[src/rtl/arb_pkg.sv]
// ============================================================================
// Module : arb_pkg
// Brief  : Shared state encoding and default sizing for the round-robin arbiter
// Rev    : 1.0  initial release
// ============================================================================
`default_nettype none

package arb_pkg;

   typedef enum logic [0:0] {
      IDLE  = 1'b0,
      GRANT = 1'b1
   } arb_state_t;

   localparam int c_default_n_req   = 4;
   localparam int c_default_timeout = 15;
   localparam int c_hold_w          = 8;

endpackage

`default_nettype wire

[src/rtl/rr_pick.sv]
// ============================================================================
// Module : rr_pick
// Brief  : Combinational round-robin pick: first set req bit at/after ptr, with wrap
// Rev    : 1.0  initial release
// ============================================================================
`default_nettype none

module rr_pick #(
   parameter int N_REQ = 4,
   parameter int PTR_W = 2
) (
   input  logic [N_REQ-1:0] req,
   input  logic [PTR_W-1:0] ptr,
   output logic [N_REQ-1:0] pick,
   output logic             valid
);

   always_comb begin
      logic [PTR_W-1:0] w_idx;
      pick  = '0;
      valid = 1'b0;
      w_idx = '0;
      for (int i = 0; i < N_REQ; i++) begin
         w_idx = PTR_W'((int'(ptr) + i) % N_REQ);
         if (!valid && req[w_idx]) begin
            pick[w_idx] = 1'b1;
            valid       = 1'b1;
         end
      end
   end

endmodule

`default_nettype wire

[src/rtl/onehot_rr_arbiter.sv]
// ============================================================================
// Module : onehot_rr_arbiter
// Brief  : Registered one-hot round-robin arbiter with done/drop/timeout release
// Rev    : 1.0  initial release
// ============================================================================
`default_nettype none

module onehot_rr_arbiter
   import arb_pkg::*;
#(
   parameter int N_REQ   = c_default_n_req,
   parameter int TIMEOUT = c_default_timeout
) (
   input  logic                     clk,
   input  logic                     rst,
   input  logic [N_REQ-1:0]         req,
   input  logic                     done,
   output logic [N_REQ-1:0]         grant,
   output logic [$clog2(N_REQ)-1:0] grant_id,
   output logic                     busy,
   output logic                     timeout
);

   localparam int c_id_w = $clog2(N_REQ);

   arb_state_t          r_state, w_state_next;
   logic [c_id_w-1:0]   r_ptr, w_ptr_next;
   logic [c_hold_w-1:0] r_hold, w_hold_next;
   logic [N_REQ-1:0]    r_grant, w_grant_next;
   logic [c_id_w-1:0]   r_grant_id, w_grant_id_next;
   logic                r_busy, r_timeout, w_timeout_next;

   logic [N_REQ-1:0]    w_pick;
   logic                w_pick_valid;
   logic [c_id_w-1:0]   w_pick_id;
   logic                w_owner_req, w_timer_hit, w_release;

   rr_pick #(
      .N_REQ (N_REQ),
      .PTR_W (c_id_w)
   ) u_rr_pick (
      .req   (req),
      .ptr   (r_ptr),
      .pick  (w_pick),
      .valid (w_pick_valid)
   );

   always_comb begin
      w_pick_id = '0;
      for (int i = 0; i < N_REQ; i++) begin
         if (w_pick[i]) w_pick_id = c_id_w'(i);
      end
   end

   // The timer fires at the end of the TIMEOUT-th owned cycle.
   assign w_owner_req = |(req & r_grant);
   assign w_timer_hit = (r_hold == c_hold_w'(TIMEOUT - 1));
   assign w_release   = done || !w_owner_req || w_timer_hit;

   always_comb begin
      w_state_next    = r_state;
      w_ptr_next      = r_ptr;
      w_hold_next     = r_hold;
      w_grant_next    = r_grant;
      w_grant_id_next = r_grant_id;
      w_timeout_next  = 1'b0;
      unique case (r_state)
         IDLE: begin
            if (w_pick_valid) begin
               w_state_next    = GRANT;
               w_grant_next    = w_pick;
               w_grant_id_next = w_pick_id;
               w_hold_next     = '0;
            end
         end
         GRANT: begin
            if (w_release) begin
               w_state_next    = IDLE;
               w_grant_next    = '0;
               w_grant_id_next = '0;
               w_hold_next     = '0;
               w_ptr_next      = c_id_w'((int'(r_grant_id) + 1) % N_REQ);
               // A done or a request drop in the same cycle wins over the timer.
               w_timeout_next  = w_timer_hit && !done && w_owner_req;
            end else if (r_hold != '1) begin
               w_hold_next = r_hold + 1'b1;
            end
         end
      endcase
   end

   always_ff @(posedge clk) begin
      if (rst) begin
         r_state    <= IDLE;
         r_ptr      <= '0;
         r_hold     <= '0;
         r_grant    <= '0;
         r_grant_id <= '0;
         r_busy     <= 1'b0;
         r_timeout  <= 1'b0;
      end else begin
         r_state    <= w_state_next;
         r_ptr      <= w_ptr_next;
         r_hold     <= w_hold_next;
         r_grant    <= w_grant_next;
         r_grant_id <= w_grant_id_next;
         r_busy     <= (w_state_next == GRANT);
         r_timeout  <= w_timeout_next;
      end
   end

   assign grant    = r_grant;
   assign grant_id = r_grant_id;
   assign busy     = r_busy;
   assign timeout  = r_timeout;

endmodule

`default_nettype wire

[config.mk]
export PLATFORM = sky130hd
export DESIGN_NAME = onehot_rr_arbiter
export DESIGN_NICKNAME = d
export VERILOG_FILES = /design/src/rtl/arb_pkg.sv /design/src/rtl/rr_pick.sv /design/src/rtl/onehot_rr_arbiter.sv
export SDC_FILE = /design/constraint.sdc
export NUM_CORES = 1
export LEC_CHECK = 0
export ABC_CLOCK_PERIOD_IN_PS = 3000
export CAP_MARGIN = 10
export CORE_ASPECT_RATIO = 1.1
export CORE_MARGIN = 4
export CORE_UTILIZATION = 35
export CTS_CLUSTER_DIAMETER = 40
export DETAILED_ROUTE_END_ITERATION = 12
export PLACE_DENSITY = 0.64
export SLEW_MARGIN = 5
export SYNTH_ARGS = -nofsm -noshare
export SYNTH_HDL_FRONTEND = slang
export SYNTH_SLANG_ARGS = --single-unit
[constraint.sdc]
create_clock -name clk -period 3 [get_ports clk]
set_clock_uncertainty 0.1 [all_clocks]
set_input_delay 0.6 -clock clk [delete_from_list [all_inputs] [get_ports clk]]
set_output_delay 0.6 -clock clk [all_outputs]
set_load 0.1 [all_outputs]
Yosys cells after proc, flatten, opt, wreduce, memory -nomap -nowiden
Cells that the tools add are included.

word-level totals
  bits in registers = 18
  output and inout port bits = 8

operators by class
  bitwise operators = 6
  $add $sub $neg = 5
  reduce and logical (&&, ||, !) cells = 21
  $lt $le $gt $ge = 8
  equality and inequality tests = 5
  muxes and demuxes = 40

operators by type and width
  kind                                                        count
  two-way mux 4 bit                                           6
  two-way mux 8 bit                                           3
  one-hot mux 8 bit (2 select lines)                          1
  two-way mux 1 bit                                           15
  less-than comparator 2 x 3 -> 1 bit, second input constant  4
  OR 4 bit                                                    3
  logical AND 1 bit                                           9
  adder 8 x 1 -> 8 bit, second input constant                 1
  binary-select mux 1 bit (select 2 bit)                      4
  demux 1 bit (select 2 bit)                                  4
  == test 8 x 4 -> 1 bit, second input constant               1
  >= comparator 2 x 1 -> 1 bit, second input constant         4
  two-way mux 2 bit                                           4
  inequality test 8 bit, second input constant                1
  one-hot mux 4 bit (2 select lines)                          1
  AND reduction 2 bit                                         3
  zero test 1 bit                                             5
  adder 2 x 1 -> 2 bit, second input constant                 2
  adder 2 bit, second input constant                          2
  AND 4 bit                                                   1
  inequality test 2 x 1 -> 1 bit, second input constant       2
  one-hot mux 2 bit (2 select lines)                          1
  OR reduction 4 bit                                          1
  inequality test 3 x 1 -> 1 bit, second input constant       1
  4 further kinds                                             6

Longest topological paths before layout
Gate-level depths: netlist of the first run.

  depth in word-level cells = 17
  depth in mapped cells = 8
  mapped depth without buffers = 7

Cells and area by module
A second synthesis of the first run with hierarchy kept.

second synthesis, totals
  cell total of the unflattened synthesis = 157
  area total of the unflattened synthesis = 1,435.1 um^2

modules (own cells, without submodules)
  module             cells an instance  seq. area each (um^2)  area each (um^2)  instances
  onehot_rr_arbiter  95                 360.3                  940.9             1
  rr_pick            62                 0.0                    494.2             1

Least setup slack after synthesis of the first run
Ideal clock, no wire load.

  path kind = register to register
  from = reg r_grant[2] (netlist: grant[2])
  to = reg r_hold[0]
  setup slack = 474 ps
  setup time = 64 ps
  cell stages (with the launch flop) = 7
  path buffers = 1
  data required time = 2,836 ps
  clock period less this slack = 2,526 ps
  arrival = 2,362 ps
  cells stage by stage = dfxtp_1 > a22oi_1 > a211oi_2 > a21oi_1 > or2_2 > clkbuf_1 > nor2_1

between the ends
  cells in the longest elaborated chain, start to end = 7
  elaborated cells between the ends (all ways) = 9
  classes of those cells = 1 x eq/ne; 2 x mux; 1 x bitwise; 5 x reduce/logical

ends and longest elaborated chain
  item                                                                              RTL line                  text
  start, declared                                                                   onehot_rr_arbiter.sv:29   logic [N_REQ-1:0] r_grant, w_grant_next;
  start signal, assigned                                                            onehot_rr_arbiter.sv:105  r_grant <= w_grant_next;
  AND 4 bit (*)                                                                     onehot_rr_arbiter.sv:56   assign w_owner_req = |(req & r_grant);
  OR reduction 4 bit (*)                                                            onehot_rr_arbiter.sv:56
  zero test 1 bit (*)                                                               onehot_rr_arbiter.sv:58   assign w_release = done || !w_owner_req || w_timer_hit;
  logical OR 1 bit (*) (2 in a row)                                                 onehot_rr_arbiter.sv:58
  two-way mux 8 bit / inequality test 3 x 1 -> 1 bit (equally long branches)        --
  one-hot mux 8 bit (2 select lines) / AND reduction 2 bit (equally long branches)  --
  end signal, assigned                                                              onehot_rr_arbiter.sv:104  r_hold <= w_hold_next;
  end, declared                                                                     onehot_rr_arbiter.sv:28   logic [c_hold_w-1:0] r_hold, w_hold_next;

Every way passes the cells marked *; elsewhere a longest branch is shown, timed or not.
A chain may end at the register's enable or synchronous reset.

Worst setup path in the final report of the first run
  from = in req[2]
  to = reg r_grant_id[0] (netlist: grant_id[0])

between the ends
  cells in the longest elaborated chain, start to end = 17
  elaborated cells between the ends (all ways) = 38
  classes of those cells = 2 x eq/ne; 21 x mux; 4 x bitwise; 11 x reduce/logical

ends and longest elaborated chain
  item                                     RTL line                  text
  start, declared                          onehot_rr_arbiter.sv:16   input logic [N_REQ-1:0] req,
  binary-select mux 1 bit (select 2 bit)   rr_pick.sv:25             if (!valid && req[w_idx]) begin
  two-way mux 1 bit (not written as such)  rr_pick.sv:25
  two-way mux 1 bit                        rr_pick.sv:25
  zero test 1 bit                          rr_pick.sv:25
  logical AND 1 bit                        rr_pick.sv:25
  two-way mux 1 bit                        rr_pick.sv:25
  zero test 1 bit                          rr_pick.sv:25
  logical AND 1 bit                        rr_pick.sv:25
  two-way mux 1 bit                        rr_pick.sv:25
  zero test 1 bit                          rr_pick.sv:25
  logical AND 1 bit                        rr_pick.sv:25
  two-way mux 4 bit                        rr_pick.sv:25
  two-way mux 1 bit                        onehot_rr_arbiter.sv:51   if (w_pick[i]) w_pick_id = c_id_w'(i);
  two-way mux 2 bit (2 in a row)           onehot_rr_arbiter.sv:51
  two-way mux 2 bit                        onehot_rr_arbiter.sv:69   if (w_pick_valid) begin
  one-hot mux 2 bit (2 select lines)       onehot_rr_arbiter.sv:67   unique case (r_state)
  end signal, assigned                     onehot_rr_arbiter.sv:106  r_grant_id <= w_grant_id_next;
  end, declared                            onehot_rr_arbiter.sv:30   logic [c_id_w-1:0] r_grant_id, w_grant_id_next;

Parallel ways exist; a longest one is shown, timed or not. The select of a mux whose other input is x is not followed.

==> impl_metrics.ini, run 1 <==
[cts]
cts_setup_buffers = 0
cts-root-buf = clkbuf_4
clkTransAtPathRegs_ps = 100
post_cts_resized = 0
cts_max_level = 1
clkLatencyLatePin_ps = 290
clock_sinks = 18
cts_hold_buf = 0
tritoncts = done
cts_made_buffers = 3
clockBufferDepth = 2

[drt]
viasPerCell = 5.708
vias = 1056
routedWlPerCell_um = 14.16
drtIter0Drc = 46
drc = 0
wirelength_um = 2620
firstDrtPassIters = 4
drtAntennaViolNets = 0

[worst_setup_path]
cp-start-kind = input pin
critPathCaptureType = flop
ff2ff_setup_slack_ps = 410
cp.arrival_ps = 2690
critPathMostFrequentCell = a221o_1
worstPathRequired_ps = 3090
cp_cell_sequence = clkdlybuf4s50_1 -> mux4_2 -> nor2b_1 -> a221o_1 -> a32o_1 -> a221o_1
criticalPathCategory = in2reg
critPathMaxStageDelay_ps = 550
r2r_start = r_ptr[1]
path_max_fanout = 10
cp_slowest_cell = clkdlybuf4s50_1
r2r_cells = 6
r2r_end = grant_id[0]

[power_and_ir_drop]
p_int_mw = 0.4526
p_sw_share_pct = 42.34
p_per_area_nw_per_um2 = 561.7
p_leak_nw = 0.5414
switchingPower_mw = 0.3324
power_frac_comb_pct = 44.7
seq_power_share_pct = 36.6
clkPwrFrac_pct = 18.7
ir_drop_mv = 0.2045

[timing]
fmax_ghz = 0.3848
hold_violations = 0
grt_setup_unrepaired = false
slew_viol_final = 0
period_share_pct = 86.63
finalSetupTns_ps = 0
final-setup-viol-count = 0
tightest_slew_ps = 368.2
setup_slack_ps = 401.2
post-route-min-period_ps = 2599
relSlewSlack_pct = 75.11

[die]
rows = 22
coreArea_um2 = 3303
fp.dieArea_um2 = 4426
fp.dieW_um = 63.80
chipHeight_um = 69.38
start_util_pct = 36.29
ios = 15

[place]
dpl.hpwl_um = 2117
post-place-ws_ps = 99.98
portBuffers = 14
globalplace.congestion = 0.8408

[final_layout]
syn_to_final_growth_pct = 16.60
fill_cells = 337
layout.nets = 164
drive_above_1_share_pct = 18.12
antenna_cells = 0
register_area_um2 = 360.3
multi_input_area_um2 = 772.0

[min_path]
min_from = grant[2]
holdPathStages = 1
min_path_type = reg2reg
holdPathEnd = grant[2]

[synth]
synth_area_um2 = 1199
ys_types = 41
ys_ff_latch = 18
synth.top_cells.by_area = dfxtp_1 30%, ha_1 7.3%, xnor2_1 5.8%
synth_common_cells = 18 x dfxtp_1, 11 x nor2_1, 10 x a21oi_1
synth_top_area_share_pct = 30.06
yosysTopAreaCell = dfxtp_1
yosysSeqAreaShare_pct = 30.06
synth-warning-count = 0
ys.flop_type = dfxtp_1
syn_avg_cell_area_um2 = 9.012
synth-edff-count = 0
synth.most_common_cell = dfxtp_1
syn-num-nets = 147
syn_inst = 133
postSynth.asyncResetShare_pct = 0

[global_route]
grt.overflow.total = 0
grt_pass1_vias = 1034
antenna_found_initial = 0
grt_pass1_wl_um = 4443
grt_usage_pct = 12.35
grt_start_max_net_pins = 12

[status]
status = finished clean

[run]
max_cap_violations = 0
[power by group through the flow]
stage / logic, mW / registers [mW] / clock network, mW
finish: 0.351 / 0.287 / 0.147
global route: 0.373 / 0.292 / 0.168
CTS: 0.352 / 0.288 / 0.155
detailed placement: 0.351 / 0.294 / 0
global placement: 0.344 / 0.293 / 0
floorplan: 0.156 / 0.411 / 0
[sequential cells by signal, indices dropped and copies added (netlist names)]
register  count
grant         4
r_hold        8
busy          1
timeout       1
r_ptr         2
grant_id      2
[layer usage]
layer	GRT usage, %	up-vias	share of wire [%]
met5	0	-	0
li1	-	524	-
met4	6.715	0	1.9
met2	22.85	19	54
met3	1.945	6	2.4
met1	12.97	507	42
[metrics by stage]
step | hold slack, ps | cells | cell area, um2 | util [%] | total power [mW]
floorplan | 386.4 | 133 | 1199 | - | 0.5667
global placement | 380.7 | 181 | 1361 | 41.21 | 0.6371
detailed placement | 387.9 | 181 | 1361 | 41.21 | 0.6448
CTS | 413.2 | 185 | 1398 | 42.31 | 0.7944
global route | 444.2 | 185 | 1398 | 42.31 | 0.8327
finish | 407.3 | 185 | 1398 | 42.31 | 0.7850
[layout by cell type, fill, tap and decap left out, types with 5 or more instances in the layout]
| cell type | n |
|---|---|
| a211oi_1 | 6 |
| a21o_1 | 6 |
| a21oi_1 | 10 |
| buf_4 | 12 |
| clkdlybuf4s50_1 | 6 |
| dfxtp_1 | 18 |
| ha_1 | 7 |
| inv_1 | 9 |
| nand2_1 | 5 |
| nor2_1 | 11 |
| nor3b_1 | 5 |
| xnor2_1 | 8 |
[worst max-delay path by stage]
stage / from / to
floorplan: grant[2] / r_hold[0]
global placement: req[2] / grant_id[0]
detailed placement: req[2] / grant_id[0]
CTS: r_ptr[1] / grant_id[0]
global route: r_ptr[1] / grant_id[0]
finish: req[2] / grant_id[0]
[worst max-delay path, delay by kind of cell]
| family | cells | cell delay (ps) |
|---|---|---|
| multiplexers | 1 | 530 |
| AO/OA/AOI/OAI | 3 | 830 |
| buffers and inverters | 1 | 550 |
| AND/OR/NAND/NOR | 1 | 170 |
[layout make-up]
cell class,instances,share of cell area (%)
Sequential cell,18,25.78
Clock buffer,4,2.596
Inverter,9,2.417
Timing Repair Buffer,18,10.74
Multi-Input combinational cell,100,55.24
Tap cell,36,3.223
[kinds of logic after synthesis]
group | after synthesis | synth area share [%]
compound gates | 40 | 24.32
xor+xnor | 8 | 5.846
fa+ha+maj | 7 | 7.307
buf+inv | 15 | 5.532
flops | 18 | 30.06
mux | 4 | 6.576
simple gates | 41 | 20.36
Note: power is estimated with default switching activity, not from simulation.
==> run 2, diff against run 1 <==
CORE_UTILIZATION = 50   (was 35)
DONT_BUFFER_PORTS = 1   (was unset)
PLACE_DENSITY = 0.74   (was 0.64)
==> impl_metrics.ini, run 2 (synthesized netlist as in run 1, its figures left out) <==
[drt]
firstDrtPassIters = 4
viasPerCell = 6.030
routedWlPerCell_um = 15.08
vias = 1013
wirelength_um = 2534
drc = 0
drtAntennaViolNets = 0
drtIter0Drc = 36

[power_and_ir_drop]
p_leak_nw = 0.4917
p_per_area_nw_per_um2 = 592.3
ir_drop_mv = 0.4988
p_total_mw = 0.7655

[die]
rows = 18
ios = 15
fp.dieArea_um2 = 3246
chipHeight_um = 59.35
coreArea_um2 = 2275
start_util_pct = 52.70
fp.dieW_um = 54.69

[worst_setup_path]
cp_cell_sequence = inv_1 -> ha_1 -> mux4_2 -> a221o_1 -> a32o_1 -> a221o_1
critPathMostFrequentCell = a221o_1
cp_slowest_cell = dfxtp_1
cp-start-kind = flop
critPathCaptureType = flop
r2r_end = grant_id[0]
path_max_fanout = 7
r2r_cells = 6
r2r_start = r_ptr[1]
ff2ff_setup_slack_ps = 460
criticalPathCategory = reg2reg
cp.arrival_ps = 2640
critPathMaxStageDelay_ps = 480
worstPathRequired_ps = 3100

[cts]
cts-root-buf = clkbuf_4
clkLatencyLatePin_ps = 300
post_cts_resized = 0
cts_max_level = 1
tritoncts = done
clockBufferDepth = 2
clkTransAtPathRegs_ps = 100
cts_made_buffers = 3
cts_hold_buf = 0
cts_setup_buffers = 0
clock_sinks = 18

[timing]
relSlewSlack_pct = 31.94
post-route-min-period_ps = 2538
hold_violations = 0
tightest_slew_ps = 1019
final-setup-viol-count = 0
fmax_ghz = 0.3940
grt_setup_unrepaired = false
finalSetupTns_ps = 0
period_share_pct = 84.60
slew_viol_final = 0
holdWs_ps = 245.2

[global_route]
grt_usage_pct = 18.45
grt_start_max_net_pins = 12
grt.overflow.total = 0
grt_pass1_wl_um = 4416
antenna_found_initial = 0
grt_pass1_vias = 968

[place]
globalplace.congestion = 0.7830
dpl.hpwl_um = 1937
portBuffers = 0
dp_cells = 164

[final_layout]
syn_to_final_growth_pct = 7.829
largest-register = r_hold
final_cell_mix = 18 x dfxtp_1, 11 x nor2_1, 10 x a21oi_1
largest_register_ff_count = 8
layout.nets = 153
final_common_cell = dfxtp_1
drive_above_1_share_pct = 15.94
antenna_cells = 0
stdcell_count = 168

[min_path]
holdPathStages = 1
min_path_type = in2reg
holdPathEnd = r_hold[1]
min_from = rst

[run]
max_cap_violations = 0

[status]
status = finished clean
==> run 2: worst max path at each step <==
stage	start	slack, ps	cells past startpoint	to
2_1_floorplan	grant[2]	470	6	r_hold[0]
6_report	r_ptr[1]	460	6	grant_id[0]
3_3_place_gp	r_ptr[1]	610	6	grant_id[0]
3_5_place_dp	r_ptr[1]	500	6	grant_id[0]
4_1_cts	r_ptr[1]	480	6	grant_id[0]
5_1_grt	r_ptr[1]	320	7	grant_id[0]
==> run 2: where the power goes <==
| part | internal, mW | switching, mW |
|---|---|---|
| combinational | 0.104 | 0.176 |
| clock | 0.0742 | 0.0777 |
| sequential | 0.261 | 0.0723 |
==> run 2: layout make-up <==
class	instances	area, um2
clock buffer	4	36.28
timing repair buffer	7	52.55
sequential	18	360.3
inverter	9	33.78
tap	30	37.54
multi-input combinational	100	772.0
fill	202	982.2
==> run 2: critical path, delay by kind of cell, from the launching register on <==
family / cells / cell delay, ps
compound gates: 3 / 930
fa+ha+maj: 1 / 410
buf+inv: 1 / 110
flops: 1 / 480
mux: 1 / 410
==> run 2: metal layers <==
layer  part of all wire (%)  vias up  global-route usage [%]
li1                       -      504                       -
met1                     45      486                   24.14
met2                     49       18                   29.05
met3                    4.5        5                   3.023
met4                    1.9        0                   8.541
met5                      0        -                       0
==> run 2: through the flow <==
step	worst slack (ps)	utilization (%)	cell area [um2]
3_3_place_gp	611.0	55.23	1256
3_5_place_dp	496.6	55.23	1256
2_1_floorplan	474.1	-	1199
6_report	462.1	56.82	1292
5_1_grt	320.5	56.82	1292
4_1_cts	483.8	56.82	1292
==> run 3, diff against run 2 <==
ABC_CLOCK_PERIOD_IN_PS = 2500   (was 3000)
clock period = 2.5 ns   (was 3 ns; I/O delays follow)
==> impl_metrics.ini, run 3 (synthesized netlist as in run 1, its figures left out) <==
[status]
status = finished clean

[min_path]
min_path_type = in2reg
min_from = rst

[worst_setup_path]
r2r_start = r_ptr[0]
cp.arrival_ps = 2430
critPathLaunch = r_ptr[0]
path_max_fanout = 7
critPathCaptureType = flop
r2r_end = grant_id[0]
criticalPathCategory = reg2reg
endpoint = grant_id[0]
worstPathRequired_ps = 2590
cp-start-kind = flop
ff2ff_setup_slack_ps = 160
r2r_cells = 6

[drt]
vias = 1070
firstDrtPassIters = 4
drtAntennaViolNets = 0
viasPerCell = 6.221
drtIter0Drc = 46
wirelength_um = 2736
routedWlPerCell_um = 15.91
drc = 0

[final_layout]
largest-register = r_hold
drive_above_1_share_pct = 19.72
antenna_cells = 0
final_cell_mix = 17 x dfxtp_1, 11 x nor2_1, 11 x buf_4
fill_cells = 193
largest_register_ff_count = 8
layout.nets = 157
fin_area_um2 = 1330
final_util_pct = 58.47
syn_to_final_growth_pct = 10.96
final_common_cell = dfxtp_1

[timing]
period_share_pct = 93.58
hold_violations = 0
relSlewSlack_pct = 72.98
slew_viol_final = 0
grt_setup_unrepaired = false
finalSetupTns_ps = 0
setup_slack_ps = 160.6
final-setup-viol-count = 0
tightest_slew_ps = 403.8
fmax_ghz = 0.4275
post-route-min-period_ps = 2339

[power_and_ir_drop]
p_int_mw = 0.5389
p_per_area_nw_per_um2 = 701.6
seq_power_share_pct = 35.2
p_leak_nw = 0.5146
power_frac_comb_pct = 45.6
clkPwrFrac_pct = 19.2
p_total_mw = 0.9332
ir_drop_mv = 0.6398
p_sw_share_pct = 42.25
switchingPower_mw = 0.3943

[die]
fp.dieW_um = 54.69
fp.dieArea_um2 = 3246
chipHeight_um = 59.35
ios = 15
rows = 18
start_util_pct = 52.70
coreArea_um2 = 2275

[cts]
clkLatencyLatePin_ps = 300
cts_hold_buf = 0
cts_made_buffers = 3
tritoncts = done
clock_sinks = 18
cts_max_level = 1
clockBufferDepth = 2
cts-root-buf = clkbuf_4
clkTransAtPathRegs_ps = 100

[place]
portBuffers = 0
globalplace.congestion = 0.8059
dpl.hpwl_um = 2034
placed_area_um2 = 1287
post-place-ws_ps = 199.2

[run]
max_cap_violations = 0

[global_route]
grt_usage_pct = 19.11
grt.overflow.total = 0
grt_pass1_wl_um = 4560
grt_pass1_vias = 1016
antenna_found_initial = 0
grt_start_max_net_pins = 12
## run 3: cell count changes in the layout (fill, tap and decap cells not counted)
cell	delta
nor4b_2	+1
dfxtp_1	-1
buf_4	+4
dfxtp_2	+1
nor4b_1	-1
## run 3: how the worst min path moves through the flow
stage	to	slack, ps	cells after the start
floorplan	r_hold[1]	390	2
global placement	r_hold[1]	400	2
detailed placement	r_hold[1]	410	2
CTS	r_ptr[1]	150	1
global route	r_hold[1]	140	1
finish	r_hold[1]	160	1
## run 3: final cells by class
| class | instances | area (um2) | share of cell area (%) |
|---|---|---|---|
| multi-input combinational | 100 | 778.2 | 58.51 |
| sequential | 18 | 361.6 | 27.19 |
| timing repair buffer | 11 | 82.58 | 6.209 |
| tap | 30 | 37.54 | 2.822 |
| clock buffer | 4 | 36.28 | 2.728 |
| inverter | 9 | 33.78 | 2.540 |
## run 3: critical path, stage by stage (launching register included)
cell	delay, ps
dfxtp_1	350
inv_1	60
ha_1	400
mux4_2	410
a221o_1	370
a32o_1	230
a221o_1	310
## run 3: power by group through the flow
| stage | logic, mW | clock network (mW) | registers (mW) |
|---|---|---|---|
| 2_1_floorplan | 0.187 | 0 | 0.493 |
| 3_3_place_gp | 0.411 | 0 | 0.334 |
| 3_5_place_dp | 0.421 | 0 | 0.335 |
| 4_1_cts | 0.422 | 0.185 | 0.328 |
| 5_1_grt | 0.451 | 0.200 | 0.332 |
| 6_report | 0.425 | 0.179 | 0.329 |
## run 3: what timing repair did
action                                  in CTS  in global routing
setup buffers                                0                  0
hold endpoints to repair                     0                  0
endpoints found under the setup margin       0                  1
resized for setup                            0                  1
## run 3: metal layers
metal  GRT usage (%)  vias up  wire (um)
met3           4.030        8        183
li1                -      512          -
met1           24.45      503       1205
met2           31.25       47       1297
met5               0        -          0
met4           6.406        0         51
## run 3: metrics by stage
step | cells | hold WS [ps]
6_report | 172 | 158.8
3_3_place_gp | 168 | 403.8
4_1_cts | 172 | 147.3
3_5_place_dp | 168 | 410.0
5_1_grt | 172 | 138.7
2_1_floorplan | 133 | 386.4
